<file path="src/rtl/io_input_cond.sv">
// io_input_cond
//   Conditions raw board switches and push-buttons before they reach the
//   core's io_sw_i / io_push_i load path. Each of the 64 bits (32 switch, 32
//   push) passes through a SYNC_STAGES-deep synchronizer and then a
//   tick-sampled stability debouncer. A shared prescaler produces the sample
//   tick. Every output is a flop, so there is no combinational path from the
//   raw pins to the core.
//
//   Optional build macro: IO_PUSH_ACTIVE_LOW_EN
//     defined   -> push_raw_i is inverted ahead of the synchronizer (active-low
//                  keys); the push outputs stay 1 = pressed.
//     undefined -> push_raw_i is taken as is (1 = pressed).
//   sw_raw_i is never inverted.
//
// Ports
//   clk_i        system clock
//   rst_ni       asynchronous active-low reset
//   sw_raw_i     raw asynchronous switch inputs
//   push_raw_i   raw asynchronous push-button inputs
//   io_sw_o      debounced switch levels
//   io_push_o    debounced push levels (1 = pressed)
//   push_rise_o  one-cycle pulse, the cycle after io_push_o[i] rises
//   tick_o       one-cycle debounce sample tick
module io_input_cond #(
  parameter int CLK_DIV     = 50000,
  parameter int STABLE_CNT  = 4,
  parameter int SYNC_STAGES = 2
) (
  input  logic        clk_i,
  input  logic        rst_ni,
  input  logic [31:0] sw_raw_i,
  input  logic [31:0] push_raw_i,
  output logic [31:0] io_sw_o,
  output logic [31:0] io_push_o,
  output logic [31:0] push_rise_o,
  output logic        tick_o
);

  localparam int NB = 64;
  localparam int CW = (STABLE_CNT > 1) ? $clog2(STABLE_CNT) : 1;
  localparam int PW = (CLK_DIV > 1) ? $clog2(CLK_DIV) : 1;
  localparam logic [CW-1:0] CNT_LAST = CW'(STABLE_CNT - 1);
  localparam logic [PW-1:0] DIV_LAST = PW'(CLK_DIV - 1);

  // Bit order everywhere below: [31:0] switches, [63:32] push-buttons.
  logic [31:0]   push_cond;
  logic [NB-1:0] raw_cond;

`ifdef IO_PUSH_ACTIVE_LOW_EN
  assign push_cond = ~push_raw_i;
`else
  assign push_cond = push_raw_i;
`endif

  assign raw_cond = {push_cond, sw_raw_i};

  // ---------------------------------------------------------------------
  // Synchronizer: stage 0 takes the raw pins, the last stage is the sample.
  // ---------------------------------------------------------------------
  logic [NB-1:0] sync_q [SYNC_STAGES];
  logic [NB-1:0] sample;

  always_ff @(posedge clk_i or negedge rst_ni) begin
    if (!rst_ni) begin
      for (int s = 0; s < SYNC_STAGES; s++) sync_q[s] <= '0;
    end else begin
      sync_q[0] <= raw_cond;
      for (int s = 1; s < SYNC_STAGES; s++) sync_q[s] <= sync_q[s-1];
    end
  end

  assign sample = sync_q[SYNC_STAGES-1];

  // ---------------------------------------------------------------------
  // Prescaler. tick_q is registered from the next count so it is high in
  // exactly the cycles where div_q == CLK_DIV-1, yet still cleared by reset
  // (with CLK_DIV=1 it goes high from the first edge after release).
  // ---------------------------------------------------------------------
  logic [PW-1:0] div_q;
  logic [PW-1:0] div_next;
  logic          tick_q;

  always_comb begin
    div_next = div_q + PW'(1);
    if (div_q == DIV_LAST) div_next = '0;
  end

  always_ff @(posedge clk_i or negedge rst_ni) begin
    if (!rst_ni) begin
      div_q  <= '0;
      tick_q <= 1'b0;
    end else begin
      div_q  <= div_next;
      tick_q <= (div_next == DIV_LAST);
    end
  end

  // ---------------------------------------------------------------------
  // Debouncer. On a tick, a bit that still disagrees with its output after
  // STABLE_CNT consecutive ticks flips; any agreeing tick restarts the run.
  // The counter tops out at STABLE_CNT-1, so it never wraps.
  // ---------------------------------------------------------------------
  logic [NB-1:0] db_q;
  logic [CW-1:0] cnt_q [NB];

  always_ff @(posedge clk_i or negedge rst_ni) begin
    if (!rst_ni) begin
      db_q <= '0;
      for (int b = 0; b < NB; b++) cnt_q[b] <= '0;
    end else if (tick_q) begin
      for (int b = 0; b < NB; b++) begin
        if (sample[b] == db_q[b]) begin
          cnt_q[b] <= '0;
        end else if (cnt_q[b] == CNT_LAST) begin
          db_q[b]  <= sample[b];
          cnt_q[b] <= '0;
        end else begin
          cnt_q[b] <= cnt_q[b] + CW'(1);
        end
      end
    end
  end

  // ---------------------------------------------------------------------
  // Press pulse: compares the debounced push level with its value one cycle
  // earlier. Both start at 0 out of reset, so release never pulses.
  // ---------------------------------------------------------------------
  logic [31:0] push_prev_q;
  logic [31:0] push_rise_q;

  always_ff @(posedge clk_i or negedge rst_ni) begin
    if (!rst_ni) begin
      push_prev_q <= '0;
      push_rise_q <= '0;
    end else begin
      push_prev_q <= db_q[63:32];
      push_rise_q <= db_q[63:32] & ~push_prev_q;
    end
  end

  assign io_sw_o     = db_q[31:0];
  assign io_push_o   = db_q[63:32];
  assign push_rise_o = push_rise_q;
  assign tick_o      = tick_q;

endmodule

</file>
<file path="config.mk">
export PLATFORM = sky130hd
export DESIGN_NAME = io_input_cond
export DESIGN_NICKNAME = d
export VERILOG_FILES = /design/src/rtl/io_input_cond.sv
export SDC_FILE = /design/constraint.sdc
export NUM_CORES = 1
export LEC_CHECK = 0
export ABC_AREA = 0
export BUFFER_PORTS_ARGS = -buffer_cell sky130_fd_sc_hd__buf_2
export CAP_MARGIN = 40
export CORE_ASPECT_RATIO = 0.9
export CORE_MARGIN = 2
export CORE_UTILIZATION = 51
export CTS_BUF_LIST = sky130_fd_sc_hd__clkbuf_4 sky130_fd_sc_hd__clkbuf_8 sky130_fd_sc_hd__clkbuf_16
export DETAILED_ROUTE_END_ITERATION = 8
export PLACE_DENSITY = 0.77
export SYNTH_ARGS = -nofsm -noshare
export SYNTH_HDL_FRONTEND = slang
export SYNTH_SLANG_ARGS = --single-unit
</file>
<file path="constraint.sdc">
create_clock -name clk_i -period 2.8 [get_ports clk_i]
set_clock_uncertainty 0.05 [all_clocks]
set_input_delay 0.42 -clock clk_i [delete_from_list [all_inputs] [get_ports clk_i]]
set_output_delay 0.42 -clock clk_i [all_outputs]
set_load 0.02 [all_outputs]
</file>
==> results of run 1 <==
-- power by group through the flow --
stage,Clock [mW],Sequential [mW],Combinational (mW)
floorplan,0,6.03,0.0620
global placement,0,6.04,0.251
detailed placement,0,6.04,0.256
CTS,5.27,5.94,0.327
global route,5.53,5.94,0.363
finish,5.13,5.94,0.318
-- repair_timing --
| action | CTS | global route |
|---|---|---|
| hold buffers | 65 | 0 |
| endpoints found under the setup margin | 0 | 0 |
| hold endpoints to repair | 129 | 0 |
-- per-stage QoR --
step / total power [mW] / util / setup slack, ns / area [sq um]
finish: 11.39 / 0.6353 / 0.2842 / 18480
global route: 11.84 / 0.6353 / 0.08329 / 18480
CTS: 11.53 / 0.6353 / 0.2466 / 18480
detailed placement: 6.296 / 0.5690 / 0.2510 / 16550
global placement: 6.287 / 0.5690 / 0.4268 / 16550
floorplan: 6.090 / - / 0.5919 / 15150
-- worst paths after layout --
kind | end | depth (start not counted) | slack, ns | start
max | tick_o$_DFF_PN0_ | 6 | 0.28 | div_q[0]$_DFF_PN0_
min in group asynchronous | push_prev_q[20]$_DFF_PN0_ | 2 | 0.44 | rst_ni
max reg2reg | tick_o$_DFF_PN0_ | 6 | 0.28 | div_q[0]$_DFF_PN0_
min reg2reg | sample[44]$_DFF_PN0_ | 0 | 0.30 | sync_q[108]$_DFF_PN0_
max in group asynchronous | tick_o$_DFF_PN0_ | 3 | 1.40 | rst_ni
min | sample[44]$_DFF_PN0_ | 0 | 0.30 | sync_q[108]$_DFF_PN0_
-- final cells by class --
class                      count  area share
clock buffer                  55     0.06358
clock inverter                13    0.005553
inverter                     131     0.02661
multi-input combinational    675      0.2422
sequential                   401      0.5433
tap                          396     0.02681
timing repair buffer         244     0.09196
-- layer usage --
metal	vias to the layer above	part of all wire	track usage
li1	4581	-	-
met1	4552	0.44	0.2341
met2	202	0.49	0.2985
met3	60	0.048	0.03393
met4	0	0.025	0.05169
met5	-	0	0
-- cells in the mapped netlist, types with 2 or more instances --
cell type and number:
sky130_fd_sc_hd__dfrtp_1 401, sky130_fd_sc_hd__nand2_1 171, sky130_fd_sc_hd__inv_1 131, sky130_fd_sc_hd__o22ai_1 99
sky130_fd_sc_hd__nor2_1 71, sky130_fd_sc_hd__xnor2_1 69, sky130_fd_sc_hd__ha_1 65, sky130_fd_sc_hd__mux2_2 64
sky130_fd_sc_hd__clkbuf_1 36, sky130_fd_sc_hd__nand3_1 35, sky130_fd_sc_hd__nor2b_1 33, sky130_fd_sc_hd__o21ai_0 33
sky130_fd_sc_hd__nand4_1 4, sky130_fd_sc_hd__nor4_1 4, sky130_fd_sc_hd__xor2_1 4, sky130_fd_sc_hd__nand4b_1 3
sky130_fd_sc_hd__nor3_1 3, sky130_fd_sc_hd__or4_1 3, sky130_fd_sc_hd__a21oi_1 2, sky130_fd_sc_hd__o31ai_1 2
-- state kept, by name, indices dropped and copies added (netlist names) --
signal / cells
cnt_q: 128
db_q: 64
div_q: 16
push_prev_q: 32
push_rise_o: 32
sample: 64
sync_q: 64
tick_o: 1
-- logic make-up after synthesis --
group	Yosys count
xor+xnor	73
fa+ha+maj	65
simple gates	334
compound gates	139
flops	401
mux	64
buf+inv	169
-- critical path, cell delays in order, from the launching register on --
cell,delay (ns)
sky130_fd_sc_hd__dfrtp_1,0.41
sky130_fd_sc_hd__ha_1,0.20
sky130_fd_sc_hd__nand3_1,0.28
sky130_fd_sc_hd__nor4_1,0.39
sky130_fd_sc_hd__xor2_1,0.14
sky130_fd_sc_hd__or4_1,0.55
sky130_fd_sc_hd__a2111oi_2,0.37
==> key figures, run 1 <==
Timing
  • Post-route setup TNS: 0 ns
  • Slew HR: 0.5939
  • Highest attainable clock frequency: 397.5 MHz
  • Hold violation total from the final report: 0
  • Slew at the pin with the worst max-slew slack: 0.6092 ns
  • Final count of negative-setup-slack endpoints: 0
  • RSZ-0062 raised after global routing: false
  • Final Max Slew Viols: 0
  • Final worst-path cycle share: 0.8985
  • Fin Hold WS: 0.2951 ns
  • Minimum clock period: 2.516 ns

Floorplan
  • Site Rows: 59
  • Area of the placeable core: 29,090 sq um
  • Starting utilization of the core area: 0.5209
  • Number of top-level pins: 163
  • Total Die Area: 31,110 sq um
  • Die extent in x: 185.7 um
  • Die Y: 167.5 um

Detailed routing
  • Detail Route Antenna Nets: 0
  • Number of vias in the routed layout: 9,395
  • DRC errors left: 0
  • DR iter-0 viols: 533
  • 1st-pass router iterations: 5
  • Average via count per standard cell: 4.906
  • Wirelength per Cell: 13.76 um
  • Routed Wire Length: 26.35 mm

GRT
  • Combined global-route utilization of all metal layers: 0.1771
  • Via count of the first global-routing pass: 9,681
  • Pin count of the biggest net entering global routing: 76
  • Wire length of the first global-routing pass: 45.44 mm
  • Final global-route overflow total: 0
  • Antenna violations before repair: 0

Power and ir drop
  • Share of total power in the clock network: 0.451
  • Switching power: 2.328 mW
  • Net switching share of the total power: 0.2044
  • Peak supply drop: 0.0005516 V
  • Share of power burned in combinational logic: 0.028
  • Internal power of the cells: 9.061 mW
  • Leakage Power: 9.013 nW
  • Register share of total power: 0.521
  • Power per Cell Area: 616.3 nW/um^2

Clock network
  • Clk root buf: sky130_fd_sc_hd__clkbuf_16
  • H-tree lvl count: 2
  • Clock transition at the registers of the reported paths: 0.06 ns
  • Number of instances resized during post-cts repair: 0
  • Clock Latency Late Sink: 0.51 ns
  • Total clock buffers created by CTS: 40
  • Number of setup buffers added after CTS: 0
  • Clk buf depth: 3
  • CTS tree: built
  • Sink count of the clock tree: 401

Setup path
  • CP Class: reg2reg
  • WP data required: 3.14 ns
  • Critical path arrival: 2.85 ns
  • Highest fanout seen on the critical path: 10
  • Crit path launch type: flop
  • CP endpoint kind: flop

Synthesis
  • Main combinational cell family by area after synthesis: simple AND/OR/NAND/NOR gates
  • Share of async-settable or async-resettable flops after synthesis: 1.000
  • Share of synthesized cell area in full adder, half adder and majority cells: 0.05367
  • Top cells by area in the synthesized netlist: sky130_fd_sc_hd__dfrtp_1, sky130_fd_sc_hd__ha_1, sky130_fd_sc_hd__mux2_2
  • Ys flop type: sky130_fd_sc_hd__dfrtp_1
  • Register bit count reported by yosys: 401
  • Post-synth EDFFs: 0
  • Avg Inst Size Synth: 12.17 sq um
  • Mapped cell area: 15,150 sq um
  • Fraction of the mapped netlist area in simple logic gates: 0.09637
  • Proportion of synthesized area in mux cells: 0.04756
  • Sequential element share of the synthesized area: 0.6623
  • Warning count from the yosys run: 0
  • Xor and xnor fraction of the mapped netlist area: 0.04220
  • Post-synthesis cell type with the largest combined area: sky130_fd_sc_hd__dfrtp_1
  • Share of Yosys cell area claimed by the top area cell type: 0.6623
  • Distinct cells, synth: 32
  • Net count after synthesis: 1,376
  • Post-synthesis instance total: 1,245
  • Synth Area in Compound Gates: 0.05557

Finish
  • Layout fillers: 2,171
  • Most common cell after layout, fill and taps aside: sky130_fd_sc_hd__dfrtp_1
  • Antenna fix cells: 0
  • Post-Layout Cell Count: 1,915
  • Area used by multi-input combinational logic: 4476 sq um
  • Leading cell types in the layout, fill and taps excluded: sky130_fd_sc_hd__dfrtp_1, sky130_fd_sc_hd__nand2_1, sky130_fd_sc_hd__buf_2
  • Share of final-layout standard cells stronger than drive strength 1: 0.2061
  • Area added between synthesis and finish: 21.95%
  • Sequential cell area in the final layout: 10,040 sq um
  • # nets final: 1,624

Min path
  • Hold crit path type: reg2reg

Run
  • Max cap viols: 0

Placement
  • Placer's final routability congestion estimate: 0.7691
  • PortBufs: 162
  • Placed cell count: 1,782
  • Post-DP HPWL: 16.52 mm

Run status
  • Status: finished clean
No activity file was read; power rests on OpenSTA's default activity.
==> inputs of run 2 (changes only) <==
BUFFER_PORTS_ARGS = default   (was -buffer_cell sky130_fd_sc_hd__buf_2)
DONT_BUFFER_PORTS = 1   (was default)
PLACE_DENSITY = 0.72   (was 0.77)
==> run 2 against run 1 <==
Effect of this change: the flow now finishes with violations (hold timing); sequential power is essentially flat; first-iteration DRC count fell by 11%; critical path depth stayed put; global-route usage shrank 1.4 points; maximum frequency rose by 2.2%; non-clock buffer count fell by 175; clock power up 7.6%; routed wire length shrank 7.3%; via count decreased by 7.3%.
==> key figures, run 2 (synthesized netlist as in run 1, its figures left out) <==
Run status
  • Status: finished with violations (was finished clean)
  • Violations in the final reports: hold timing

Clock network
  • Total clock buffers created by CTS: 41 (was 40)
  • Clk root buf: sky130_fd_sc_hd__clkbuf_16 (unchanged)
  • CTS tree: built (unchanged)
  • Number of setup buffers added after CTS: 0 (unchanged)
  • Count of hold-fix buffers inserted at cts: 64 (was 65)
  • H-tree lvl count: 2 (unchanged)
  • Clock transition at the registers of the reported paths: 0.06 ns (about the same)
  • Clk buf depth: 3 (unchanged)
  • Clock Latency Late Sink: 0.53 ns (was 0.51 ns)
  • Number of instances resized during post-cts repair: 0 (unchanged)
  • Sink count of the clock tree: 401 (unchanged)

Setup path
  • CP Class: reg2reg (unchanged)
  • Crit path launch type: flop (unchanged)
  • Critical path arrival: 2.83 ns (was 2.85 ns)
  • Highest fanout seen on the critical path: 10 (unchanged)
  • WP data required: 3.17 ns (was 3.14 ns)
  • CP endpoint kind: flop (unchanged)
  • Register-to-register path setup slack: 0.34 ns (was 0.28 ns)

Timing
  • Highest attainable clock frequency: 406.3 MHz (was 397.5 MHz)
  • Final worst-path cycle share: 0.8790 (was 0.8985)
  • Final count of negative-setup-slack endpoints: 0 (unchanged)
  • Hold violation total from the final report: 401 (was 0)
  • RSZ-0062 raised after global routing: false (unchanged)
  • Slew HR: 0.4710 (was 0.5939)
  • Final Max Slew Viols: 0 (unchanged)
  • Post-route setup TNS: 0 ns (unchanged)
  • Minimum clock period: 2.461 ns (was 2.516 ns)
  • Slew at the pin with the worst max-slew slack: 0.7935 ns (was 0.6092 ns)
  • Fin Hold WS: -0.4590 ns (was 0.2951 ns)

Placement
  • PortBufs: 0 (was 162)
  • Placer's final routability congestion estimate: 0.7484 (was 0.7691)
  • Area after DPL: 15,580 sq um (was 16,550 sq um)
  • Post-DP HPWL: 14.69 mm (was 16.52 mm)

Floorplan
  • Die extent in x: 185.7 um (unchanged)
  • Area of the placeable core: 29,090 sq um (unchanged)
  • Site Rows: 59 (unchanged)
  • Die Y: 167.5 um (unchanged)
  • Starting utilization of the core area: 0.5209 (unchanged)
  • Number of top-level pins: 163 (unchanged)
  • Total Die Area: 31,110 sq um (unchanged)

Detailed routing
  • 1st-pass router iterations: 4 (was 5)
  • Detail Route Antenna Nets: 0 (unchanged)
  • DRC errors left: 0 (unchanged)
  • Number of vias in the routed layout: 8,709 (was 9,395)
  • Wirelength per Cell: 13.99 um (was 13.76 um)
  • Average via count per standard cell: 4.988 (was 4.906)
  • Routed Wire Length: 24.42 mm (was 26.35 mm)
  • DR iter-0 viols: 477 (was 533)

Finish
  • Final core area utilization: 0.6058 (was 0.6353)
  • Most common cell after layout, fill and taps aside: sky130_fd_sc_hd__dfrtp_1 (unchanged)
  • Number of flip-flops in the largest register: 128 (unchanged)
  • Share of final-layout standard cells stronger than drive strength 1: 0.1067 (was 0.2061)
  • Most flop-heavy register: cnt_q (unchanged)
  • # nets final: 1,450 (was 1,624)
  • Final std cell area, no fill: 17,620 sq um (was 18,480 sq um)
  • Leading cell types in the layout, fill and taps excluded: sky130_fd_sc_hd__dfrtp_1, sky130_fd_sc_hd__nand2_1, sky130_fd_sc_hd__inv_1 (was sky130_fd_sc_hd__dfrtp_1, sky130_fd_sc_hd__nand2_1, sky130_fd_sc_hd__buf_2)
  • Area added between synthesis and finish: 16.28% (was 21.95%)

GRT
  • Pin count of the biggest net entering global routing: 402 (was 76)
  • Final global-route overflow total: 0 (unchanged)
  • Antenna violations before repair: 1 (was 0)
  • Via count of the first global-routing pass: 8,858 (was 9,681)
  • Combined global-route utilization of all metal layers: 0.1635 (was 0.1771)
  • Wire length of the first global-routing pass: 41.88 mm (was 45.44 mm)

Power and ir drop
  • Leakage Power: 8.181 nW (was 9.013 nW)
  • Power per Cell Area: 658.3 nW/um^2 (was 616.3 nW/um^2)
  • Peak supply drop: 0.0005057 V (was 0.0005516 V)

Run
  • Max cap viols: 0 (unchanged)

Min path
  • Hold crit path type: in2async (was reg2reg)
run 2: changes by cell type in the layout (fill, tap and decap cells not counted), sizes merged:
cell / delta
inv: +2
clkbuf: +6
buf: -174
clkinv: -4
diode: +1
dlygate4sd3: -1
bufinv: +1
run 2: final cells by class:
type                       count  area, sq um
fill                        2213        11470
clock inverter                12        126.4
timing repair buffer          69        715.7
tap                          396        495.5
inverter                     131        491.7
sequential                   401        10040
multi-input combinational    675         4476
antenna                        1        2.502
clock buffer                  61         1274
run 2: metal layers:
| layer | vias up | global-route usage | share of wire |
|---|---|---|---|
| met5 | - | 0 | 0 |
| met4 | 0 | 0.05067 | 0.023 |
| met3 | 53 | 0.05067 | 0.068 |
| met2 | 172 | 0.2665 | 0.48 |
| met1 | 4239 | 0.2098 | 0.43 |
| li1 | 4245 | - | - |
run 2: path summary, 6_finish.rpt:
check / from / end / cells after the start
max: div_q[0]$_DFF_PN0_ / tick_o$_DFF_PN0_ / 6
min: rst_ni / db_q[47]$_DFFE_PN0P_ / 0
max reg2reg: div_q[0]$_DFF_PN0_ / tick_o$_DFF_PN0_ / 6
min reg2reg: sync_q[121]$_DFF_PN0_ / sample[57]$_DFF_PN0_ / 0
max in group asynchronous: rst_ni / tick_o$_DFF_PN0_ / 0
min in group clk_i: sync_q[121]$_DFF_PN0_ / sample[57]$_DFF_PN0_ / 0
run 2: worst max-delay path, stage by stage, from the launching register on:
cell and delay (ns):
sky130_fd_sc_hd__dfrtp_1 0.41, sky130_fd_sc_hd__ha_1 0.21, sky130_fd_sc_hd__nand3_1 0.28, sky130_fd_sc_hd__nor4_1 0.39
sky130_fd_sc_hd__xor2_1 0.14, sky130_fd_sc_hd__or4_1 0.55, sky130_fd_sc_hd__a2111oi_2 0.33
run 2: through the flow:
step                worst slack [ns]  power, mW  hold slack [ns]  cells
finish                        0.3389      11.60          -0.4590   1746
global route                  0.1210      12.05          -0.4920   1746
CTS                           0.2941      11.77          -0.4901   1745
detailed placement            0.3085      6.112          0.08263   1608
global placement              0.3989      6.106          0.08349   1608
floorplan                     0.5919      6.090          0.07441   1245
run 2: power by group:
part | total (mW) | internal, mW | switching [mW]
logic | 0.147 | 0.0985 | 0.0482
clock network | 5.52 | 3.34 | 2.18
registers | 5.93 | 5.89 | 0.0447
